$ cat config.mk
export PLATFORM = sky130hd
export DESIGN_NAME = bus_txn_ctrl
export DESIGN_NICKNAME = d
export VERILOG_FILES = /design/src/rtl/bus_txn_ctrl.sv
export SDC_FILE = /design/constraint.sdc
export NUM_CORES = 1
export LEC_CHECK = 0
export ABC_AREA = 1
export CORE_ASPECT_RATIO = 0.5
export CORE_MARGIN = 3
export CORE_UTILIZATION = 41
export CTS_CLUSTER_DIAMETER = 200
export DETAILED_ROUTE_END_ITERATION = 10
export PLACE_DENSITY = 0.87
export SETUP_SLACK_MARGIN = 0.02
export SYNTH_ARGS = -nofsm -noshare
export SYNTH_HDL_FRONTEND = slang
export SYNTH_SLANG_ARGS = --single-unit
$ cat constraint.sdc
create_clock -name clk -period 3.7 [get_ports clk]
set_input_delay 0.74 -clock clk [delete_from_list [all_inputs] [get_ports clk]]
set_output_delay 0.74 -clock clk [all_outputs]
set_load 0.05 [all_outputs]
$ cat src/rtl/bus_txn_ctrl.sv
// Snooping-bus transaction sequencer: grant -> broadcast -> snoop -> flush/fetch -> done.
// Optional snoop watchdog enabled by defining SNOOP_TIMEOUT_EN.
module bus_txn_ctrl #(
    parameter int NUM_CPUS       = 4,
    parameter int ADDR_W         = 32,
    parameter int TIMEOUT_CYCLES = 64
) (
    input  logic                       clk,
    input  logic                       rst_n,
    input  logic [NUM_CPUS-1:0]        gnt,
    input  logic [NUM_CPUS*2-1:0]      req_cmd,
    input  logic [NUM_CPUS*ADDR_W-1:0] req_addr,
    output logic                       busy,
    output logic                       bus_valid,
    output logic [1:0]                 bus_cmd,
    output logic [ADDR_W-1:0]          bus_addr,
    output logic [NUM_CPUS-1:0]        bus_src,
    input  logic [NUM_CPUS-1:0]        snoop_ack,
    input  logic [NUM_CPUS-1:0]        snoop_shared,
    input  logic [NUM_CPUS-1:0]        snoop_dirty,
    output logic                       mem_req,
    output logic                       mem_we,
    input  logic                       mem_ack,
    output logic [NUM_CPUS-1:0]        done,
    output logic                       resp_shared,
    output logic                       err
);

    typedef enum logic [2:0] {IDLE, BCAST, SNOOP, FLUSH, MEM, DONE} state_t;

    localparam logic [1:0] CMD_RD   = 2'd0;
    localparam logic [1:0] CMD_UPGR = 2'd2;
    localparam logic [1:0] CMD_RSVD = 2'd3;

    state_t              state;
    logic [NUM_CPUS-1:0] ack_seen, shared_acc, dirty_acc;
    logic [NUM_CPUS-1:0] ack_nxt, shared_nxt, dirty_nxt;
    logic                all_acked;

    logic [NUM_CPUS-1:0] sel_src;
    logic [1:0]          sel_cmd;
    logic [ADDR_W-1:0]   sel_addr;

    // Descending scan so the lowest set grant bit wins when gnt is not one-hot.
    always_comb begin
        sel_src  = '0;
        sel_cmd  = CMD_RD;
        sel_addr = '0;
        for (int i = NUM_CPUS - 1; i >= 0; i--) begin
            if (gnt[i]) begin
                sel_src    = '0;
                sel_src[i] = 1'b1;
                sel_cmd    = (req_cmd[i*2 +: 2] == CMD_RSVD) ? CMD_RD : req_cmd[i*2 +: 2];
                sel_addr   = req_addr[i*ADDR_W +: ADDR_W];
            end
        end
    end

    // The requester's own cache never answers its snoop: treat it as acked, ignore its flags.
    assign ack_nxt    = ack_seen | snoop_ack;
    assign shared_nxt = shared_acc | (snoop_shared & snoop_ack & ~bus_src);
    assign dirty_nxt  = dirty_acc  | (snoop_dirty  & snoop_ack & ~bus_src);
    assign all_acked  = &(ack_nxt | bus_src);

    assign busy = (state != IDLE);

`ifdef SNOOP_TIMEOUT_EN
    localparam int TO_W = $clog2(TIMEOUT_CYCLES + 1);
    logic [TO_W-1:0] to_cnt;
    logic            err_q;
    assign err = err_q;
`else
    // Without the watchdog a completion can never carry an error.
    assign err = (TIMEOUT_CYCLES < 0);
`endif

    always_ff @(posedge clk or negedge rst_n) begin
        if (!rst_n) begin
            state       <= IDLE;
            bus_valid   <= 1'b0;
            bus_cmd     <= '0;
            bus_addr    <= '0;
            bus_src     <= '0;
            mem_req     <= 1'b0;
            mem_we      <= 1'b0;
            done        <= '0;
            resp_shared <= 1'b0;
            ack_seen    <= '0;
            shared_acc  <= '0;
            dirty_acc   <= '0;
`ifdef SNOOP_TIMEOUT_EN
            to_cnt      <= '0;
            err_q       <= 1'b0;
`endif
        end else begin
            bus_valid   <= 1'b0;
            done        <= '0;
            resp_shared <= 1'b0;
`ifdef SNOOP_TIMEOUT_EN
            err_q       <= 1'b0;
`endif
            case (state)
                IDLE: begin
                    if (|gnt) begin
                        bus_src   <= sel_src;
                        bus_cmd   <= sel_cmd;
                        bus_addr  <= sel_addr;
                        bus_valid <= 1'b1;
                        state     <= BCAST;
                    end
                end
                BCAST: begin
                    ack_seen   <= '0;
                    shared_acc <= '0;
                    dirty_acc  <= '0;
`ifdef SNOOP_TIMEOUT_EN
                    to_cnt     <= '0;
`endif
                    state      <= SNOOP;
                end
                SNOOP: begin
                    ack_seen   <= ack_nxt;
                    shared_acc <= shared_nxt;
                    dirty_acc  <= dirty_nxt;
                    if (all_acked) begin
                        if (|dirty_nxt) begin
                            mem_req <= 1'b1;
                            mem_we  <= 1'b1;
                            state   <= FLUSH;
                        end else if (bus_cmd == CMD_UPGR) begin
                            done        <= bus_src;
                            resp_shared <= |shared_nxt;
                            state       <= DONE;
                        end else begin
                            mem_req <= 1'b1;
                            mem_we  <= 1'b0;
                            state   <= MEM;
                        end
                    end
`ifdef SNOOP_TIMEOUT_EN
                    else if (to_cnt == TO_W'(TIMEOUT_CYCLES - 1)) begin
                        done  <= bus_src;
                        err_q <= 1'b1;
                        state <= DONE;
                    end else begin
                        to_cnt <= to_cnt + 1'b1;
                    end
`endif
                end
                FLUSH: begin
                    if (mem_ack) begin
                        mem_we <= 1'b0;
                        if (bus_cmd == CMD_UPGR) begin
                            mem_req     <= 1'b0;
                            done        <= bus_src;
                            resp_shared <= |shared_acc;
                            state       <= DONE;
                        end else begin
                            state <= MEM;
                        end
                    end
                end
                MEM: begin
                    if (mem_ack) begin
                        mem_req     <= 1'b0;
                        done        <= bus_src;
                        resp_shared <= |shared_acc;
                        state       <= DONE;
                    end
                end
                DONE:    state <= IDLE;
                default: state <= IDLE;
            endcase
        end
    end

endmodule

==> flow_metrics.py <==
metrics = {
    "power": {
        "irDropWorstVdd_v": 0.000367,
        "intPower_mw": 2.36,
        "total_leakage_power_nw": 2.54,
        "p_seq_share_pct": 25.9,
        "combPwrFrac_pct": 55.8,
        "pwr-share-clk_pct": 18.3,
        "p_sw_share_pct": 46.9,
        "p_per_area_nw_per_um2": 772,
        "power_mw": 4.44,
        "p_switching_mw": 2.08,
    },
    "yosys": {
        "yosysUniqueCellTypes": 25,
        "yosys_warnings": 0,
        "synth_top_area_share_pct": 44.9,
        "yosysTopAreaCell": "dfrtp_1",
        "synth-seq-cells": 61,
        "yosysSeqAreaShare_pct": 44.9,
        "synth_fp_nets": 632,
        "syn_area_um2": 3400,
        "synthCells": 477,
        "synth_area_leaders": "dfrtp_1 (45%), nand2_1 (20%), a31oi_1 (6.4%)",
        "avgSynthCellArea_um2": 7.13,
    },
    "detailed_routing": {
        "via_per_inst": 4.99,
        "drc_errors": 0,
        "firstDrtPassIters": 5,
        "avgRoutedWirePerCell_um": 14.6,
        "vias": 3926,
        "antenna_left": 0,
        "drt_iter0_markers": 123,
        "routed_wirelength_um": 11500,
    },
    "timing": {
        "setup_viol": 0,
        "fmax_ghz": 0.393,
        "rsz0062_at_grt": "no",
        "timing.setup.tns_ns": 0,
        "fin_ws_ns": 1.16,
        "maxSlewViolCount": 0,
        "worst_hold_slack_ns": 0.477,
        "worst_clock_skew_ns": 0.00435,
        "hold_violations": 0,
        "tightestPinTransition_ns": 0.815,
        "period_share_pct": 68.7,
        "min_period_ns": 2.54,
        "slew_headroom_pct": 45.7,
    },
    "worst_setup_path": {
        "crit_fanout": 6,
        "worstSetupPathType": "flip-flop to primary output",
        "startpoint_type": "flip-flop",
        "critical-path-max-stage-delay_ns": 0.81,
        "crit_chain": "nor2_1 -> nand2_1 -> clkdlybuf4s50_1",
        "cp-startpoint": "state[0]",
        "reg2reg_setup_slack_ns": 1.77,
        "r2r_start": "state[1]",
        "cp_slowest_cell": "clkdlybuf4s50_1",
        "crit_family": "buffers and inverters",
        "crit_end": "busy",
        "crit_cells": 3,
        "cp.required_ns": 2.96,
        "worstRegToRegCells": 6,
        "rr_endpoint": "bus_addr[29]",
        "crit_buf_inv": 1,
        "cp-end-kind": "primary output",
        "arrival_ns": 1.80,
    },
    "clocking": {
        "cts_setup_buffers": 0,
        "cts_buffer_depth": 2,
        "cts_tree": "built",
        "cts_root_buf": "clkbuf_16",
        "path_clk_slew_ns": 0.05,
        "numCtsBuffers": 9,
        "ctsHtreeMaxLevel": 3,
        "clk_latency_ns": 0.33,
        "post_cts_resized": 0,
        "hold_buffers": 0,
        "cts_sinks": 61,
    },
    "die": {
        "fp-row-count": 22,
        "start_util_pct": 44.3,
        "die_y_um": 70.4,
        "io_pins": 203,
        "dieWidth_um": 135,
        "die_area_um2": 9490,
        "core_um2": 7680,
    },
    "grt": {
        "grt_pass1_wl_um": 18200,
        "grt_pass1_vias": 3772,
        "grt_max_degree": 37,
        "grt_overflow": 0,
        "track_usage_pct": 24.4,
        "antenna_found_initial": 0,
    },
    "cells_and_area": {
        "n_antenna_cell": 0,
        "fin_nets": 828,
        "area_growth_pct": 69.3,
        "drive_gt1_share_pct": 6.34,
    },
    "status": {
        "outcome": "finished clean",
    },
    "hold_path": {
        "hp-class": "flip-flop to flip-flop",
    },
    "place": {
        "place_congestion": 0.888,
        "place_ws_ns": 0.885,
        "hpwl_um": 9010,
        "portBuffers": 201,
    },
    "job": {
        "drv_cap": 0,
    },
}
worst min-delay path by stage:
stage	depth (start not counted)	startpoint	to	slack (ns)
CTS	2	mem_req	mem_req	0.48
global placement	2	mem_we	mem_we	0.46
finish	2	mem_req	mem_req	0.48
detailed placement	2	mem_req	mem_req	0.47
floorplan	0	rst_n	ack_seen[0]	0.44
global route	2	ack_seen[3]	ack_seen[3]	0.51
layer usage:
layer,vias up,part of all wire [%],track usage (%)
li1,1954,-,-
met1,1813,39,27.0
met2,127,52,44.4
met3,32,5.0,6.40
met4,0,3.1,9.82
met5,-,0,0
registers in the layout (all words and copies together), names as in the netlist:
signal       cells
bus_valid        1
bus_cmd          2
mem_we           1
bus_addr        32
done             4
mem_req          1
ack_seen         4
shared_acc       4
bus_src          4
state            3
resp_shared      1
dirty_acc        4
per-stage QoR:
stage | util (%) | std cells | cell area [um2]
global placement | 71.1 | 770 | 5460
detailed placement | 71.1 | 770 | 5460
floorplan | - | 477 | 3400
global route | 74.9 | 786 | 5750
CTS | 74.9 | 786 | 5750
finish | 74.9 | 786 | 5750
layout make-up:
| class | count | area [um2] |
|---|---|---|
| fillers | 576 | 1930 |
| clock buffers | 12 | 246 |
| multi-input cells | 365 | 1640 |
| clock inverters | 4 | 47.5 |
| inverters | 29 | 109 |
| repair buffers | 207 | 2050 |
| flip-flops and latches | 61 | 1530 |
| well taps | 108 | 135 |
placed cells by master (no fill, tap or decap):
cell,instances
a32oi_1,1
clkinvlp_4,1
o21ai_0,14
nor3_1,2
inv_2,11
clkbuf_1,2
nor2_2,3
nand2_1,182
bufinv_16,1
nor3_2,1
clkbuf_16,9
o21ai_1,4
a31oi_1,35
nor2_1,52
nand3_4,1
nand3_1,17
clkdlybuf4s50_1,200
nand2_2,1
clkbuf_8,1
nand4_1,4
buf_4,6
dfrtp_1,61
buf_2,1
conb_1,1
nor2_4,3
inv_1,18
nor4_1,1
clkinv_2,2
nand3_2,2
a21oi_1,41
power groups by stage:
stage | Clock, mW | Combinational (mW) | Sequential (mW)
final | 0.811 | 2.48 | 1.15
after global routing | 0.863 | 2.65 | 1.18
after CTS | 0.829 | 2.49 | 1.15
after detailed placement | 0 | 2.48 | 1.16
after global placement | 0 | 2.43 | 1.14
after floorplan | 0 | 0.868 | 1.90
tightest hold or removal path: stages, from the launching register on:
cell,delay [ns]
dfrtp_1,0.34
nand2_1,0.06
nand2_1,0.05
cell usage after synthesis:
cell type / instances
nand2_1: 182
dfrtp_1: 61
nor2_1: 52
a21oi_1: 41
a31oi_1: 35
inv_1: 18
nand3_1: 17
buf_2: 14
o21ai_0: 14
inv_2: 11
buf_4: 5
nand4_1: 4
o21ai_1: 4
nor2_2: 3
nor2_4: 3
clkbuf_1: 2
nand3_2: 2
nor3_1: 2
a32oi_1: 1
buf_6: 1
conb_1: 1
nand2_2: 1
nand3_4: 1
nor3_2: 1
nor4_1: 1
logic make-up (layout without fill, tap and decap cells):
| family | after synthesis | after routing | share of synthesized area, % |
|---|---|---|---|
| other | 1 | 1 | 0.110 |
| and+or+nand+nor | 269 | 269 | 32.7 |
| buffers and inverters | 51 | 252 | 6.92 |
| AOI/OAI and AO/OA | 95 | 95 | 15.4 |
| DFF | 61 | 61 | 44.9 |
No activity file was read; power rests on OpenSTA's default activity.
